`src/rtl/mdr_mem_if.sv`:
```
// Memory data register for the Mini-SRC datapath, with a req/ack memory handshake,
// sub-word lane handling, a misalignment check and an optional ack timeout.
module mdr_mem_if #(
  parameter int DATA_W  = 32,
  parameter int TIMEOUT = 16,
  localparam int OFFS_W = $clog2(DATA_W / 8)
) (
  input  logic                  clock,
  input  logic                  clear,
  input  logic [DATA_W-1:0]     BusMuxOut,
  input  logic                  MDRin,
  input  logic                  Read,
  input  logic                  Write,
  input  logic [1:0]            size,
  input  logic                  sext,
  input  logic [OFFS_W-1:0]     addr_lo,
  output logic                  mem_req,
  output logic                  mem_we,
  output logic [DATA_W/8-1:0]   mem_be,
  output logic [DATA_W-1:0]     mem_wdata,
  input  logic [DATA_W-1:0]     mem_rdata,
  input  logic                  mem_ack,
  output logic [DATA_W-1:0]     BusMuxIn_MDR,
  output logic                  busy,
  output logic                  done,
  output logic                  err
);

  localparam int BE_W  = DATA_W / 8;
  localparam int CNT_W = (TIMEOUT > 1) ? $clog2(TIMEOUT) : 1;
  localparam logic [CNT_W-1:0] CNT_LAST = CNT_W'((TIMEOUT > 0) ? TIMEOUT - 1 : 0);

  typedef enum logic [1:0] {
    IDLE    = 2'd0,
    RD_WAIT = 2'd1,
    WR_WAIT = 2'd2,
    FIN     = 2'd3
  } state_t;

  state_t              state_q, state_d;
  logic [DATA_W-1:0]   q_q, q_d;
  logic [1:0]          size_q, size_d;
  logic                sext_q, sext_d;
  logic [OFFS_W-1:0]   offs_q, offs_d;
  logic [CNT_W-1:0]    cnt_q, cnt_d;
  logic                err_q, err_d;
  logic                done_q, done_d;
  logic                busy_q, busy_d;
  logic                req_q, req_d;
  logic                we_q, we_d;
  logic [BE_W-1:0]     be_q, be_d;
  logic [DATA_W-1:0]   wdata_q, wdata_d;
  logic                mis_in;

  function automatic logic misaligned(input logic [1:0] sz, input logic [OFFS_W-1:0] off);
    case (sz)
      2'b00:   misaligned = 1'b0;
      2'b01:   misaligned = off[0];
      default: misaligned = (off != '0);
    endcase
  endfunction

  function automatic logic [BE_W-1:0] size_mask(input logic [1:0] sz);
    case (sz)
      2'b00:   size_mask = BE_W'(1);
      2'b01:   size_mask = BE_W'(3);
      default: size_mask = '1;
    endcase
  endfunction

  function automatic logic [DATA_W-1:0] write_lane(input logic [DATA_W-1:0] d, input logic [1:0] sz);
    case (sz)
      2'b00:   write_lane = {{(DATA_W-8){1'b0}}, d[7:0]};
      2'b01:   write_lane = {{(DATA_W-16){1'b0}}, d[15:0]};
      default: write_lane = d;
    endcase
  endfunction

  // The addressed lane is shifted down to bit 0 before extension.
  function automatic logic [DATA_W-1:0] read_lane(input logic [DATA_W-1:0] d, input logic [1:0] sz,
                                                  input logic sx, input logic [OFFS_W-1:0] off);
    logic [DATA_W-1:0] s;
    s = d >> {off, 3'b000};
    case (sz)
      2'b00:   read_lane = {{(DATA_W-8){sx & s[7]}}, s[7:0]};
      2'b01:   read_lane = {{(DATA_W-16){sx & s[15]}}, s[15:0]};
      default: read_lane = s;
    endcase
  endfunction

  assign mis_in = misaligned(size, addr_lo);

  always_comb begin
    state_d = state_q;
    q_d     = q_q;
    size_d  = size_q;
    sext_d  = sext_q;
    offs_d  = offs_q;
    cnt_d   = cnt_q;
    err_d   = err_q;
    done_d  = 1'b0;
    req_d   = req_q;
    we_d    = we_q;
    be_d    = be_q;
    wdata_d = wdata_q;

    case (state_q)
      IDLE: begin
        if (Read || Write) begin
          size_d  = size;
          sext_d  = sext;
          offs_d  = addr_lo;
          err_d   = 1'b0;
          cnt_d   = '0;
          state_d = Read ? RD_WAIT : WR_WAIT;
          if (!mis_in) begin
            req_d   = 1'b1;
            we_d    = !Read;
            be_d    = size_mask(size) << addr_lo;
            wdata_d = Read ? '0 : (write_lane(q_q, size) << {addr_lo, 3'b000});
          end
        end else if (MDRin) begin
          q_d = BusMuxOut;
        end
      end

      RD_WAIT, WR_WAIT: begin
        // A wait state entered without a request means the access was misaligned.
        if (!req_q) begin
          err_d   = 1'b1;
          done_d  = 1'b1;
          state_d = FIN;
        end else if (mem_ack) begin
          if (state_q == RD_WAIT) begin
            q_d = read_lane(mem_rdata, size_q, sext_q, offs_q);
          end
          done_d  = 1'b1;
          state_d = FIN;
        end else if ((TIMEOUT != 0) && (cnt_q == CNT_LAST)) begin
          err_d   = 1'b1;
          done_d  = 1'b1;
          state_d = FIN;
        end else begin
          cnt_d = cnt_q + 1'b1;
        end
        if (state_d == FIN) begin
          req_d   = 1'b0;
          we_d    = 1'b0;
          be_d    = '0;
          wdata_d = '0;
        end
      end

      default: begin
        state_d = IDLE;
      end
    endcase

    busy_d = (state_d != IDLE);
  end

  always_ff @(posedge clock) begin
    if (!clear) begin
      state_q <= IDLE;
      q_q     <= '0;
      size_q  <= '0;
      sext_q  <= 1'b0;
      offs_q  <= '0;
      cnt_q   <= '0;
      err_q   <= 1'b0;
      done_q  <= 1'b0;
      busy_q  <= 1'b0;
      req_q   <= 1'b0;
      we_q    <= 1'b0;
      be_q    <= '0;
      wdata_q <= '0;
    end else begin
      state_q <= state_d;
      q_q     <= q_d;
      size_q  <= size_d;
      sext_q  <= sext_d;
      offs_q  <= offs_d;
      cnt_q   <= cnt_d;
      err_q   <= err_d;
      done_q  <= done_d;
      busy_q  <= busy_d;
      req_q   <= req_d;
      we_q    <= we_d;
      be_q    <= be_d;
      wdata_q <= wdata_d;
    end
  end

  assign mem_req      = req_q;
  assign mem_we       = we_q;
  assign mem_be       = be_q;
  assign mem_wdata    = wdata_q;
  assign BusMuxIn_MDR = q_q;
  assign busy         = busy_q;
  assign done         = done_q;
  assign err          = err_q;

endmodule

```
`config.mk`:
```
export PLATFORM = sky130hd
export DESIGN_NAME = mdr_mem_if
export DESIGN_NICKNAME = d
export VERILOG_FILES = /design/src/rtl/mdr_mem_if.sv
export SDC_FILE = /design/constraint.sdc
export NUM_CORES = 1
export LEC_CHECK = 0
export BUFFER_PORTS_ARGS = -buffer_cell sky130_fd_sc_hd__buf_2
export CORE_MARGIN = 4
export CORE_UTILIZATION = 44
export DETAILED_ROUTE_END_ITERATION = 10
export PLACE_DENSITY = 0.71
export SETUP_SLACK_MARGIN = 0.5
export SLEW_MARGIN = 20
export SYNTH_ARGS = -nofsm -noshare
export SYNTH_HDL_FRONTEND = slang
export SYNTH_SLANG_ARGS = --single-unit
```
`constraint.sdc`:
```
create_clock -name clock -period 4.1 [get_ports clock]
set_input_delay 1.025 -clock clock [delete_from_list [all_inputs] [get_ports clock]]
set_output_delay 1.025 -clock clock [all_outputs]
set_load 0.1 [all_outputs]
```
### After elaboration in Yosys (flattened, before gate mapping)

Cells that the tools add are included.

| storage, ports and cells | value |
|---|---|
| register bits after elaboration | 84 |
| logic and storage cells | 104 |

| cells by class | value |
|---|---|
| equal/unequal tests | 18 |
| multiplexer cells | 52 |
| reductions and logical operators | 15 |
| shift-type cells | 3 |
| bitwise gates (word level) | 2 |
| add/subtract/negate cells | 1 |

Operator list:

| operator | count |
|---|---|
| 32-bit 2-to-1 mux | 12 |
| 32-bit one-hot mux with 2 select lines | 4 |
| 4-bit 2-to-1 mux | 10 |
| 32-bit by 5-bit << shifter with 32-bit output | 1 |
| 32-bit by 5-bit >> shifter with 32-bit output | 1 |
| 4-bit one-hot mux with 2 select lines | 3 |
| 2-bit != test, second input constant | 10 |
| 1-bit 2-to-1 mux | 12 |
| 2-bit 2-to-1 mux | 6 |
| 1-bit one-hot mux with 2 select lines | 4 |
| 4-bit AND reduction | 2 |
| 2-bit by 1-bit equality test with 1-bit output, second input constant | 3 |
| 2-bit logical NOT | 3 |
| 3-bit != test, second input constant | 2 |
| 6-bit AND reduction | 1 |
| 2-bit nonzero test | 3 |
| 5-bit AND reduction | 1 |
| 4-bit by 1-bit adder with 4-bit output, second input constant | 1 |
| 2-bit equality test, second input constant | 2 |
| 4-bit equality test, second input constant | 1 |
| 2-bit one-hot mux with 2 select lines | 1 |
| 2-bit AND reduction | 2 |
| 4-bit by 2-bit << shifter with 4-bit output | 1 |
| 1-bit AND | 2 |
| 3 further kinds | 3 |

### Depth between registers and ports, before layout

Gate-level depths: netlist of run 1.

| depth | value |
|---|---|
| depth in word-level cells | 10 |
| mapped depth | 8 |
| depth with buffers taken out | 6 |

### Worst setup path after synthesis of run 1

Ideal clock, no wire load.

| timing path | value |
|---|---|
| path kind | reg-to-reg |
| start | reg req_q (netlist: mem_req) |
| end | reg q_q[14] (netlist: BusMuxIn_MDR[14]) |
| stages on the path, launching flop included | 6 |
| period minus slack after synthesis | 2.522 ns |
| slack | 1.578 ns |
| required time | 3.977 ns |
| data arrival time | 2.399 ns |
| path through | dfxtp_1 a21boi_0 a211oi_4 buf_6 mux2i_1 o2bb2ai_1 |

| between the ends | value |
|---|---|
| cells in the longest elaborated chain, start to end | 2 |

RTL lines:

| what | line | RTL |
|---|---|---|
| start: declaration | 49 | `logic req_q, req_d;` |
| start signal: assignment | 187 | `req_q <= req_d;` |
| 2-bit != test (no source line) | - |  |
| 6-bit AND reduction (no source line) | - |  |
| end signal: assignment | 179 | `q_q <= q_d;` |
| end: declaration | 41 | `logic [DATA_W-1:0] q_q, q_d;` |

No other way between the ends.
A chain may end at the register's enable or synchronous reset.

### Final worst setup path of run 1

| timing path | value |
|---|---|
| start | in addr_lo[0] |
| end | reg wdata_q[28] (netlist: mem_wdata[28]) |

| between the ends | value |
|---|---|
| cells in the longest elaborated chain, start to end | 5 |
| elaborated cells between the ends (all ways) | 9 |
| those cells by class | 1 x eq/ne; 1 x shift; 5 x mux; 2 x reduce/logical |

RTL lines:

| what | line | RTL |
|---|---|---|
| start: declaration | 16 | `input logic [OFFS_W-1:0] addr_lo,` |
| 32-bit by 5-bit << shifter with 32-bit output | 120 | `wdata_d = Read ? '0 : (write_lane(q_q, size) << {addr_lo, 3'b000});` |
| 32-bit 2-to-1 mux | 120 |  |
| 32-bit 2-to-1 mux | 116 | `if (!mis_in) begin` |
| 32-bit 2-to-1 mux | 109 | `if (Read \|\| Write) begin` |
| 32-bit one-hot mux with 2 select lines | 107 | `case (state_q)` |
| end signal: assignment | 190 | `wdata_q <= wdata_d;` |
| end: declaration | 52 | `logic [DATA_W-1:0] wdata_q, wdata_d;` |

Several ways; a longest one is shown, not always the timed one. The select of a mux whose other input is x is not followed.

==> impl_metrics.env, run 1 <==
export IMPL_layout_nets=758
export IMPL_final_area_mm2=0.005813
export IMPL_die_x_um=113.6
export IMPL_via_per_inst=5.973
export IMPL_drtIter0Drc=304
export IMPL_mostFrequentLayoutCells="buf_2 (147), dfxtp_1 (84), mux2i_1 (45)"
export IMPL_ios=148
export IMPL_gp_congestion=0.9227
export IMPL_leakagePower_nw=2.459
export IMPL_cts_buffer_depth=2
export IMPL_antenna_found_initial=0
export IMPL_synth_edf_count=0
export IMPL_cts_buffers=9
export IMPL_ys_types=55
export IMPL_cts_resized_gates=0
export IMPL_core_mm2=0.01089
export IMPL_hold_buffers=0
export IMPL_drc_errors=0
export IMPL_netlist_instances=566
export IMPL_root_buffer="clkbuf_8"
export IMPL_numClockSinks=84
export IMPL_hold_class="register to register"
export IMPL_antenna_cells=0
export IMPL_path_class="primary input to register"
export IMPL_dp_hpwl_mm=12.06
export IMPL_postSynth_asyncResetShare=0
export IMPL_avgSynthCellArea_um2=8.674
export IMPL_overflow=0
export IMPL_final_antenna_net_count=0
export IMPL_grt_start_max_net_pins=65
export IMPL_drive_gt1_frac=0.2933
export IMPL_maxCapViolCount=0
export IMPL_io_buffers=147
export IMPL_clkLatencyLatePin_ns=0.35
export IMPL_clk_pin_slew_worst_paths_ns=0.08
export IMPL_routed_wirelength_mm=15.97
export IMPL_worstSetupEndpointType="register"
export IMPL_die_area_mm2=0.01291
export IMPL_cpPeakStageDelay_ns=0.67
export IMPL_ys_warn_count=0
export IMPL_synth_seq_area_share=0.3425
export IMPL_setup_viol=0
export IMPL_max_freq_ghz=0.3609
export IMPL_critPathRequiredTime_ns=4.37
export IMPL_tns_ns=0
export IMPL_ys_ff_latch=84
export IMPL_arrival_ns=3.04
export IMPL_hold_violations=0
export IMPL_cp_buffers_inverters=1
export IMPL_grt_total_usage=0.2344
export IMPL_layout_commonest_cell="buf_2"
export IMPL_num_rows=38
export IMPL_cts_tree="yes"
export IMPL_cp_top_family="simple AND/OR/NAND/NOR gates"
export IMPL_wl_per_cell_um=19.42
export IMPL_cp_slowest_cell="buf_2"
export IMPL_cts_setup_buffers=0
export IMPL_synth_ff_type="dfxtp_1"
export IMPL_path_cells="buf_2 > and2_1 > o21ai_2 > nand3_2 > mux2i_1"
export IMPL_power_density_mw_per_mm2=740.7
export IMPL_rsz0062_at_grt="false"
export IMPL_dpl_cell_area_mm2=0.005638
export IMPL_first_pass_iters=5
export IMPL_syn_nets=645
export IMPL_worstPathMaxFanout=56
export IMPL_start_util=0.4509
export IMPL_syn_area_mm2=0.004910
export IMPL_cts_max_level=3
export IMPL_min_period_ns=2.771
export IMPL_die_h_um=113.6
export IMPL_relSlewSlack=0.3891
export IMPL_slew_viol_final=0
export IMPL_worstSetupStartpointType="primary input"
export IMPL_worst_slew_pin_slew_ns=0.9151
export IMPL_syn2layout_area_growth_pct=18.40
export IMPL_fin_crit_sh=0.6757
export IMPL_finalClockSkew_ns=0.01279
export IMPL_grt_pass1_wl_mm=24.09
export IMPL_dr_total_vias=4910
export IMPL_status="finished, final reports clean"
export IMPL_peakVddDrop_uv=338.3
export IMPL_grt_pass1_vias=4469
-- path summary, 6_finish.rpt --
path | start | to | slack, ns | cells after the start
worst max-delay path | addr_lo[0] | mem_wdata[28] | 1.33 | 5
worst min-delay path | mem_wdata[31] | mem_wdata[31] | 0.46 | 2
worst max register to register | state_q[0] | cnt_q[2] | 1.53 | 7
worst min register to register | mem_wdata[31] | mem_wdata[31] | 0.46 | 2
-- flip-flops by register name (all words and copies together) (netlist names) --
signal,flops
mem_req,1
busy,1
mem_we,1
mem_wdata,32
mem_be,4
done,1
size_q,2
offs_q,2
cnt_q,4
sext_q,1
BusMuxIn_MDR,32
err,1
state_q,2
-- cells by family after synthesis --
logic type | share of synthesized area
flip-flops | 0.3425
AO/OA/AOI/OAI | 0.3096
adder cells (fa/ha/maj) | 0.01019
buffers and inverters | 0.06091
multiplexers | 0.1307
AND/OR/NAND/NOR | 0.1460
-- cell usage after synthesis, drive strengths merged, types with 2 or more instances --
cell     number  area share
clkbuf       29       0.022
a31oi        18       0.023
dfxtp        84        0.34
and3          2      0.0025
o21a          2      0.0031
mux2i        45       0.092
a2bb2oi       7       0.012
a221oi        9       0.016
nand2        27       0.021
nor3          3      0.0054
or3b          4      0.0076
or2           4      0.0051
o31ai         3      0.0046
a211o        17       0.030
nand2b       14       0.018
mux2         15       0.034
nor2b        27       0.034
nand4         2      0.0025
a211oi       10       0.018
inv          14       0.011
o2bb2ai      16       0.029
a22o         12       0.021
a21oi        32       0.033
o21ai        50       0.052
nor2         19       0.015
a22oi        24       0.037
o211ai        8       0.012
and2          2      0.0025
ha            4       0.010
a21boi        3      0.0046
buf          24       0.027
nand3        23       0.024
-- power breakdown --
part           internal [W]  total [W]  leakage, nW  switching (W)
Clock              0.000262   0.000555       0.0941       0.000293
Combinational      0.000668    0.00258         1.68        0.00191
Sequential         0.000972    0.00117        0.685       0.000202
Total               0.00190    0.00431         2.46        0.00240
-- through the flow --
stage                     setup slack (ns)  power (W)    util  hold slack, ns  std cells
after floorplan                      1.578   0.003268       -          0.4668        566
after global placement               1.131   0.003710  0.5178          0.4452        808
after detailed placement            0.9874   0.003747  0.5178          0.4512        808
after CTS                            1.358   0.004286  0.5339          0.4619        822
after global routing                 1.185   0.004520  0.5339          0.4865        822
final                                1.329   0.004306  0.5339          0.4585        822
-- per-layer routing --
layer / up-vias / global-route usage / wire length (um)
li1: 2352 / - / -
met1: 2299 / 0.3359 / 7223
met2: 232 / 0.3549 / 7134
met3: 27 / 0.04881 / 1320
met4: 0 / 0.06891 / 289
met5: - / 0 / 0
-- layout make-up --
type | count | area (um^2)
fillers | 1035 | 5075
inverters | 15 | 56.30
flip-flops and latches | 84 | 1682
clock buffers | 12 | 165.2
well taps | 140 | 175.2
clock inverters | 2 | 10.01
multi-input cells | 414 | 2929
repair buffers | 155 | 795.8
-- tightest hold or removal path: cells and delay by family (launching register included) --
family | cells | cell delay [ns]
simple gates | 1 | 0.05
flops | 1 | 0.31
mux | 1 | 0.05
(Power assumes the default switching activity.)
==> run 2, diff against run 1 <==
clock period = 2.6 ns   (was 4.1 ns; I/O delays follow)
==> run 2 against run 1 <==
Core utilization rose by 1.9 points. Non-clock buffer count rose by 13. Die area did not move. First-iteration DRC count rose by 40%. Final cell count rose by 1.6%. Highest routed layer unchanged. Clock-buffer cell count did not move. Global-route usage rose by 0.73 points. Design area rose by 3.5%. Largest power group unchanged. Flip-flop and latch count did not move. Total power rose by 68%. Via count rose by 0.79%. Worst hold slack got worse by 0.0035 ns.
==> impl_metrics.env, run 2 (synthesized netlist as in run 1, its figures left out) <==
export IMPL_place_ws_ns=0.2147
export IMPL_worstSetupStartpointType="register"
export IMPL_worstSetupEndpointType="primary output"
export IMPL_io_buffers=147
export IMPL_grt_pass1_vias=4536
export IMPL_min_period_ns=2.024
export IMPL_cp_buffers_inverters=1
export IMPL_core_mm2=0.01089
export IMPL_p_seq_frac=0.251
export IMPL_first_pass_iters=5
export IMPL_finalClockSkew_ns=0.01123
export IMPL_seqCellArea_mm2=0.001685
export IMPL_routed_wirelength_mm=16.30
export IMPL_antenna_found_initial=0
export IMPL_cpPeakStageDelay_ns=0.51
export IMPL_drtIter0Drc=425
export IMPL_fill_cells=1031
export IMPL_cts_buffers=9
export IMPL_cts_max_level=3
export IMPL_path_cells="buf_2"
export IMPL_peakVddDrop_uv=657.2
export IMPL_tns_ns=0
export IMPL_mostFrequentLayoutCells="buf_2 (147), dfxtp_1 (81), mux2i_1 (45)"
export IMPL_r2r_slack_ns=0.60
export IMPL_status="finished, final reports clean"
export IMPL_leakagePower_nw=2.542
export IMPL_power_frac_comb=0.607
export IMPL_ios=148
export IMPL_path_class="register to primary output"
export IMPL_arrival_ns=1.37
export IMPL_hold_violations=0
export IMPL_hold_buffers=0
export IMPL_layout_commonest_cell="buf_2"
export IMPL_setup_viol=0
export IMPL_switching_power_w=0.003877
export IMPL_die_x_um=113.6
export IMPL_start_util=0.4509
export IMPL_root_buffer="clkbuf_8"
export IMPL_worst_slack_ns=0.5761
export IMPL_die_h_um=113.6
export IMPL_rsz0062_at_grt="false"
export IMPL_maxCapViolCount=0
export IMPL_via_per_inst=5.927
export IMPL_p_total_w=0.007231
export IMPL_multi_input_area_mm2=0.002979
export IMPL_grt_start_max_net_pins=63
export IMPL_p_int_w=0.003354
export IMPL_p_sw_frac=0.5362
export IMPL_overflow=0
export IMPL_dr_total_vias=4949
export IMPL_worstPathMaxFanout=5
export IMPL_dpl_cell_area_mm2=0.005712
export IMPL_dp_hpwl_mm=12.16
export IMPL_numClockSinks=84
export IMPL_clkLatencyLatePin_ns=0.37
export IMPL_hold_class="register to register"
export IMPL_drc_errors=0
export IMPL_layout_nets=771
export IMPL_cp_slowest_cell="dfxtp_1"
export IMPL_syn2layout_area_growth_pct=22.58
export IMPL_fin_crit_sh=0.7784
export IMPL_final_area_mm2=0.006018
export IMPL_gp_congestion=0.9110
export IMPL_die_area_mm2=0.01291
export IMPL_critPathRequiredTime_ns=1.95
export IMPL_worst_slew_pin_slew_ns=0.6578
export IMPL_max_freq_ghz=0.4941
export IMPL_drive_gt1_frac=0.3180
export IMPL_grt_pass1_wl_mm=24.52
export IMPL_power_density_mw_per_mm2=1201
export IMPL_grt_total_usage=0.2417
export IMPL_cts_tree="yes"
export IMPL_final_antenna_net_count=0
export IMPL_slew_viol_final=0
export IMPL_wl_per_cell_um=19.52
export IMPL_pwr_share_clk=0.141
export IMPL_cts_buffer_depth=2
export IMPL_num_rows=38
export IMPL_clk_pin_slew_worst_paths_ns=0.08
export IMPL_cp_top_family="flip-flops"
export IMPL_antenna_cells=0
export IMPL_relSlewSlack=0.5585
export IMPL_worst_hold_slack_ns=0.4550
run 2: cell count changes in the layout (fill, tap and decap cells not counted), sizes merged:
cell	previous run	this run
buf	155	168
bufinv	0	2
clkinv	3	1
clkinvlp	0	1
inv	14	13
run 2: path summary, 6_finish.rpt:
path                                    endpoint        startpoint  cells past startpoint
worst max-delay path            BusMuxIn_MDR[16]  BusMuxIn_MDR[16]                      1
worst min-delay path               mem_wdata[31]     mem_wdata[31]                      2
worst max register to register  BusMuxIn_MDR[26]        state_q[0]                      9
worst min register to register     mem_wdata[31]     mem_wdata[31]                      2
run 2: timing repair:
action	4_1_cts	5_1_grt
setup buffers	3	1
resized for setup	7	11
pin swaps	3	1
setup endpoints to repair	62	63
gates cloned	1	0
run 2: layout make-up:
cell class	instances	share of cell area
clock buffer	12	0.02412
clock inverter	2	0.009979
tap	140	0.02911
timing repair buffer	168	0.1518
sequential	84	0.2800
multi-input combinational	414	0.4950
inverter	15	0.009979
run 2: per-stage QoR:
step | util | instances
floorplan | - | 566
global placement | 0.5246 | 816
detailed placement | 0.5246 | 816
CTS | 0.5482 | 834
global route | 0.5527 | 835
finish | 0.5527 | 835
run 2: power by group through the flow:
stage / clock network (W) / registers [W] / logic, W
final: 0.00102 / 0.00182 / 0.00439
after global placement: 0 / 0.00183 / 0.00413
after CTS: 0.00102 / 0.00181 / 0.00426
after detailed placement: 0 / 0.00184 / 0.00418
after floorplan: 0 / 0.00316 / 0.00199
after global routing: 0.00108 / 0.00185 / 0.00463
run 2: worst reg2reg max path, delay by kind of cell, from the launching register on:
kind,cells,cell delay [ns]
buffers and inverters,4,0.61
AO/OA/AOI/OAI,4,0.63
flip-flops,1,0.37
adder cells (fa/ha/maj),1,0.29
run 2: layer usage:
layer	vias up	part of all wire	track usage
met2	219	0.45	0.3667
met3	32	0.078	0.04615
li1	2372	-	-
met5	-	0	0
met4	0	0.024	0.08413
met1	2326	0.45	0.3434
